**src/rtl/nhcourse_fifo_pkg.sv**
```systemverilog
// Shared pin map and defaults for the nhcourse FIFO tile.
// Optional sticky error flags are enabled with NHCOURSE_FIFO_STICKY_EN.
package nhcourse_fifo_pkg;

   localparam int unsigned DEFAULT_DEPTH = 16;

   // uio_in strobe positions
   localparam int unsigned PUSH_BIT = 0;
   localparam int unsigned POP_BIT  = 1;

   // uio_out status positions
   localparam int unsigned FULL_BIT        = 2;
   localparam int unsigned EMPTY_BIT       = 3;
   localparam int unsigned ALMOST_FULL_BIT = 4;
   localparam int unsigned OVERFLOW_BIT    = 5;
   localparam int unsigned UNDERFLOW_BIT   = 6;
   localparam int unsigned VALID_BIT       = 7;

   localparam logic [7:0] UIO_OE_MASK = 8'b1111_1100;

   typedef logic [7:0] data_t;

endpackage

```
**src/rtl/nhcourse_strobe_sync.sv**
```systemverilog
// Per-strobe conditioning: either a plain level pass-through or a two-flop
// synchroniser followed by a rising-edge detector producing one-cycle pulses.
module nhcourse_strobe_sync #(
   parameter int unsigned EDGE_MODE = 1
) (
   input  logic clk_i,
   input  logic rst_ni,
   input  logic strobe_i,
   output logic pulse_o
);

   if (EDGE_MODE != 0) begin : g_edge
      logic [1:0] sync_q;
      logic       hist_q;

      // Synchronous reset; the chain keeps running regardless of the design enable.
      always_ff @(posedge clk_i) begin
         if (!rst_ni) begin
            sync_q <= 2'b00;
            hist_q <= 1'b0;
         end else begin
            sync_q <= {sync_q[0], strobe_i};
            hist_q <= sync_q[1];
         end
      end

      assign pulse_o = sync_q[1] & ~hist_q;
   end else begin : g_level
      logic unused_clk_rst;
      assign unused_clk_rst = clk_i ^ rst_ni;
      assign pulse_o        = strobe_i;
   end

endmodule

```
**src/rtl/tt_um_nhcourse_fifo.sv**
```systemverilog
// First-word fall-through byte FIFO with pin-driven push/pop strobes.
// Define NHCOURSE_FIFO_STICKY_EN to build the sticky overflow/underflow flags.
module tt_um_nhcourse_fifo
   import nhcourse_fifo_pkg::*;
#(
   parameter int unsigned DEPTH     = DEFAULT_DEPTH,
   parameter int unsigned AF_LEVEL  = DEPTH - 2,
   parameter int unsigned EDGE_MODE = 1
) (
   input  logic       clk,
   input  logic       rst_n,
   input  logic       ena,
   input  logic [7:0] ui_in,
   input  logic [7:0] uio_in,
   output logic [7:0] uo_out,
   output logic [7:0] uio_out,
   output logic [7:0] uio_oe
);

   localparam int unsigned PtrW = $clog2(DEPTH);
   localparam int unsigned CntW = PtrW + 1;
   localparam logic [CntW-1:0] FullCnt = CntW'(DEPTH);
   localparam logic [CntW-1:0] AfCnt   = CntW'(AF_LEVEL);

   logic push_pulse, pop_pulse;

   nhcourse_strobe_sync #(.EDGE_MODE(EDGE_MODE)) u_push_sync (
      .clk_i    (clk),
      .rst_ni   (rst_n),
      .strobe_i (uio_in[PUSH_BIT]),
      .pulse_o  (push_pulse)
   );

   nhcourse_strobe_sync #(.EDGE_MODE(EDGE_MODE)) u_pop_sync (
      .clk_i    (clk),
      .rst_ni   (rst_n),
      .strobe_i (uio_in[POP_BIT]),
      .pulse_o  (pop_pulse)
   );

   data_t           mem_q [DEPTH];
   logic [PtrW-1:0] wr_ptr_q, wr_ptr_d, rd_ptr_q, rd_ptr_d;
   logic [CntW-1:0] count_q, count_d;
   logic            push_req, pop_req, do_push, do_pop;
   logic            full, empty, almost_full, overflow, underflow;

   always_comb begin
      full        = (count_q == FullCnt);
      empty       = (count_q == '0);
      almost_full = (count_q >= AfCnt);
      push_req    = ena & push_pulse;
      pop_req     = ena & pop_pulse;
      do_pop      = pop_req & ~empty;
      // A pop in the same cycle frees the slot, so a push into a full FIFO is accepted.
      do_push     = push_req & (~full | do_pop);
      wr_ptr_d    = wr_ptr_q + PtrW'(do_push);
      rd_ptr_d    = rd_ptr_q + PtrW'(do_pop);
      count_d     = count_q;
      case ({do_push, do_pop})
         2'b10:   count_d = count_q + 1'b1;
         2'b01:   count_d = count_q - 1'b1;
         default: count_d = count_q;
      endcase
   end

   always_ff @(posedge clk) begin
      if (!rst_n) begin
         wr_ptr_q <= '0;
         rd_ptr_q <= '0;
         count_q  <= '0;
      end else begin
         wr_ptr_q <= wr_ptr_d;
         rd_ptr_q <= rd_ptr_d;
         count_q  <= count_d;
      end
   end

   always_ff @(posedge clk) begin
      if (do_push) begin
         mem_q[wr_ptr_q] <= ui_in;
      end
   end

`ifdef NHCOURSE_FIFO_STICKY_EN
   logic overflow_q, underflow_q;

   always_ff @(posedge clk) begin
      if (!rst_n) begin
         overflow_q  <= 1'b0;
         underflow_q <= 1'b0;
      end else begin
         overflow_q  <= overflow_q | (push_req & ~do_push);
         underflow_q <= underflow_q | (pop_req & ~do_pop);
      end
   end

   assign overflow  = overflow_q;
   assign underflow = underflow_q;
`else
   assign overflow  = 1'b0;
   assign underflow = 1'b0;
`endif

   always_comb begin
      uo_out                   = empty ? 8'h00 : mem_q[rd_ptr_q];
      uio_out                  = 8'h00;
      uio_out[FULL_BIT]        = full;
      uio_out[EMPTY_BIT]       = empty;
      uio_out[ALMOST_FULL_BIT] = almost_full;
      uio_out[OVERFLOW_BIT]    = overflow;
      uio_out[UNDERFLOW_BIT]   = underflow;
      uio_out[VALID_BIT]       = ~empty;
      uio_oe                   = UIO_OE_MASK;
   end

   logic unused_uio;
   assign unused_uio = ^uio_in[7:2];

endmodule
```
**config.mk**
```make
export PLATFORM = sky130hd
export DESIGN_NAME = tt_um_nhcourse_fifo
export DESIGN_NICKNAME = d
export VERILOG_FILES = /design/src/rtl/nhcourse_fifo_pkg.sv /design/src/rtl/nhcourse_strobe_sync.sv /design/src/rtl/tt_um_nhcourse_fifo.sv
export SDC_FILE = /design/constraint.sdc
export NUM_CORES = 1
export LEC_CHECK = 0
export CAP_MARGIN = 0
export CORE_ASPECT_RATIO = 0.75
export CORE_MARGIN = 3
export CORE_UTILIZATION = 60
export DETAILED_ROUTE_END_ITERATION = 12
export DONT_BUFFER_PORTS = 1
export GPL_TIMING_DRIVEN = 0
export PLACE_DENSITY = 0.85
export SLEW_MARGIN = 20
export SYNTH_ARGS = -nofsm -noshare
export SYNTH_HDL_FRONTEND = slang
export SYNTH_SLANG_ARGS = --single-unit
```
**constraint.sdc**
```tcl
create_clock -name clk -period 4.6 [get_ports clk]
set_input_delay 0.46 -clock clk [delete_from_list [all_inputs] [get_ports clk]]
set_output_delay 0.46 -clock clk [all_outputs]
set_load 0.03 [all_outputs]
```
==> results by group <==
Status
  • Status: completed

Pwr
  • Combinational share of power: 0.050
  • Worst vdd ir: ~0.00030 V
  • Reg power frac: 0.486
  • Total chip power: approximately 3 mW
  • Pwr Density: between 400 and 500 nW/µm²
  • Leakage power: 2.33 nW
  • Internal power: ~2.4 mW
  • Switching Share: 0.216
  • Clock share of power: 0.464
  • Net switching power: 649 µW

Yosys
  • Synth Area per Inst: 17.7 µm²
  • Post-synth top flop: edfxtp_1
  • Top cells by count, synth: edfxtp_1 (128), mux4_2 (22), buf_4 (19), dfxtp_1 (19)
  • Simple-gate share of the synthesized area: 0.0673
  • Cells after Synth: 347
  • Top-count cell post-synth: edfxtp_1
  • Post-synth top area share: 0.625
  • Multiplexer share of the synthesized area: 0.141
  • Seq cells post-synth: 147
  • Area leader, netlist: edfxtp_1
  • Post-synthesis compound-gate area fraction: 0.0338
  • Synth Area in Adders: 0.0142
  • Post-synthesis sequential area ratio: 0.687
  • Xor/xnor share of the synthesized area: 0.0114
  • Synth area leaders: edfxtp_1 (62%), mux4_2 (8.1%), dfxtp_1 (6.2%)
  • Post-synth EDFFs: 128
  • Yosys cell types: 40
  • Post-Syn Area: 6150 µm²
  • Post-synth ARST share: 0
  • Largest family of logic cells by synthesized area: multiplexers
  • Yosys warns: 0

CTS
  • Worst-path clk slew: 60 ps
  • Clock sink total: roughly 150
  • Root buffer cell: clkbuf_16
  • Clk Latency, worst-skew pair: around 430 ps
  • CTS Buffer Depth: 2
  • CTS tree: built
  • # hold bufs at CTS: 0
  • CTS Buf Count: 17
  • CTS resizes: 0
  • Setup bufs post-CTS: 0
  • H-tree Lvls: 4

Timing
  • Rel. slew slack: 0.202
  • Sum Neg Setup Slack: 0 ps
  • Final min period: 3450 ps
  • Setup ws final: 1150 ps
  • Fin crit share: 0.751
  • Unrepaired setup endpoints after global routing: false
  • Tightest Pin Transition: about 1200 ps
  • F_max: 290 MHz
  • Clock skew: 10.7 ps
  • Final setup viols: 0
  • Final hold vios: 0
  • Max Slew Vio Count: 0

Run
  • Max Cap Viol: 0

Worst setup path
  • CP startpoint: count_q[1]
  • Crit path to: count_q[2]
  • Arr. time, crit path: 3790 ps
  • Worst Setup Start Kind: flip-flop
  • Reg-to-reg slack, setup: between 1000 and 1500 ps
  • Critical path's largest stage delay: 530 ps
  • RR Endpoint: count_q[2]
  • Type of the worst setup path: flip-flop to flip-flop
  • CP required: 4940 ps
  • Critical-path cell list: buf_2 > nor4_1 > a311o_1 > buf_4 > ha_1 > clkbuf_1 > xor2_1 > ha_1 > a21oi_2 > xnor2_1 > or4b_1 > o21ai_0
  • RR Startpoint: count_q[1]
  • CP Capture Type: flip-flop
  • Max FO, Critical Path: 11
  • CP dominant cell by count: ha_1
  • Crit-path slowest cell: nor4_1
  • Worst reg-to-reg path cell count: 12

Drt
  • Routed Antenna Nets: 0
  • WL/cell: roughly 24 µm
  • Vias/cell: 6.32
  • Vias: around 3,300
  • Routed Wire Length: 12,900 µm
  • Drt drc: 0
  • Initial drt markers: between 300 and 400
  • Pre-antenna DRT Iters: 5

Global route
  • Total GRT Usage: 0.245
  • Initial antenna violation count: 0
  • Largest net degree at the start of global routing: 17
  • Vias in the first global route: roughly 3,300
  • First-pass GRT wire length: 19,500 µm
  • Remaining Overflow, GRT: 0

Layout
  • Area growth, synth to finish: 14.8%
  • Sequential Area: between 4000 and 5000 µm²
  • Design Area, Final: approximately 7100 µm²
  • N_diodes: 0
  • Fillers: around 560
  • Multi-input logic area: approximately 1800 µm²
  • Share of layout cells above drive strength 1: 0.265
  • Nets: 410
  • Final Non-Filler Cells: around 530

Placement
  • Placed wire-length estimate: 7850 µm
  • Inst Count DP: 497
  • GP Congestion: 0.749
  • Port Buffers: 0
  • Setup WS pre-CTS: about 1300 ps
  • Placed Area: around 6500 µm²

Min path
  • Hold crit path type: input pin to flip-flop

Floorplanning
  • Top-Level Pins: 43
  • DIE AREA: around 12,000 µm²
  • Rows: 31
  • Initial core utilization: 0.627
  • Chip height: 93.7 µm
  • Core footprint: 9810 µm²
  • Die W: 123 µm
## critical path, delay by kind of cell (launching register included)
kind                     cells  cell delay (ps)
AO/OA/AOI/OAI                3              780
buffers and inverters        3              710
flip-flops                   1              290
AND/OR/NAND/NOR              2              990
XOR/XNOR                     2              230
adder cells (fa/ha/maj)      2              380
## state kept, by name, indices dropped and copies added (netlist names)
name                       cells
rd_ptr_q                       4
count_q                        5
u_pop_sync.g_edge.sync_q       2
u_pop_sync.g_edge.hist_q       1
mem_q                        128
wr_ptr_q                       4
u_push_sync.g_edge.sync_q      2
u_push_sync.g_edge.hist_q      1
## layout by cell type, fill, tap and decap left out, types with 12 or more instances in the layout
cell type / instances
buf_4: 20
edfxtp_1: 128
and2_1: 16
buf_2: 15
mux4_2: 22
a211oi_1: 15
conb_1: 12
dfxtp_1: 19
clkbuf_16: 17
## worst min path at each step
stage                                 startpoint                           end  slack (ps)  depth (start not counted)
finish                                  ui_in[6]                   mem_q[9][6]         130                          0
global route                            ui_in[6]                   mem_q[9][6]         100                          0
CTS                                     ui_in[6]                   mem_q[9][6]         110                          0
detailed placement  u_push_sync.g_edge.sync_q[0]  u_push_sync.g_edge.sync_q[1]         420                          1
global placement     u_pop_sync.g_edge.sync_q[0]   u_pop_sync.g_edge.sync_q[1]         420                          1
floorplan            u_pop_sync.g_edge.sync_q[0]   u_pop_sync.g_edge.sync_q[1]         410                          1
## layer usage
metal / wire, µm / vias up / track usage
li1: - / 1424 / -
met1: 5030 / 1659 / 0.316
met2: 6150 / 218 / 0.370
met3: 1360 / 34 / 0.106
met4: 352 / 0 / 0.0988
met5: 0 / - / 0
## power by group through the flow
stage          Sequential [mW]  Combinational (mW)  Clock (mW)
6_report                  1.46               0.151        1.39
3_3_place_gp              1.49               0.143           0
2_1_floorplan             1.49               0.125           0
5_1_grt                   1.46               0.158        1.46
3_5_place_dp              1.49               0.147           0
4_1_cts                   1.46               0.148        1.40
## logic make-up (layout without fill, tap and decap cells)
logic type | Yosys count | count (layout)
xor gates and xnor gates | 8 | 8
muxes | 43 | 43
buffers and inverters | 42 | 81
adders and majority gates | 7 | 7
and+or+nand+nor | 70 | 70
DFF | 147 | 147
other | 2 | 12
AOI/OAI and AO/OA | 28 | 28
## metrics by stage
stage / util / hold WS (ps)
2_1_floorplan: - / 412
3_3_place_gp: 0.647 / 415
3_5_place_dp: 0.659 / 419
4_1_cts: 0.719 / 115
5_1_grt: 0.719 / 103
6_report: 0.719 / 125
## final cells by class
cell class / count / area share
Tap cell: 132 / 0.0234
Timing Repair Buffer: 8 / 0.00603
Clock buffer: 18 / 0.0608
Buffer: 39 / 0.0367
Sequential cell: 147 / 0.598
Inverter: 3 / 0.00159
Clock inverter: 13 / 0.0227
Multi-Input combinational cell: 168 / 0.251
Power figures use the tool's default switching activity.
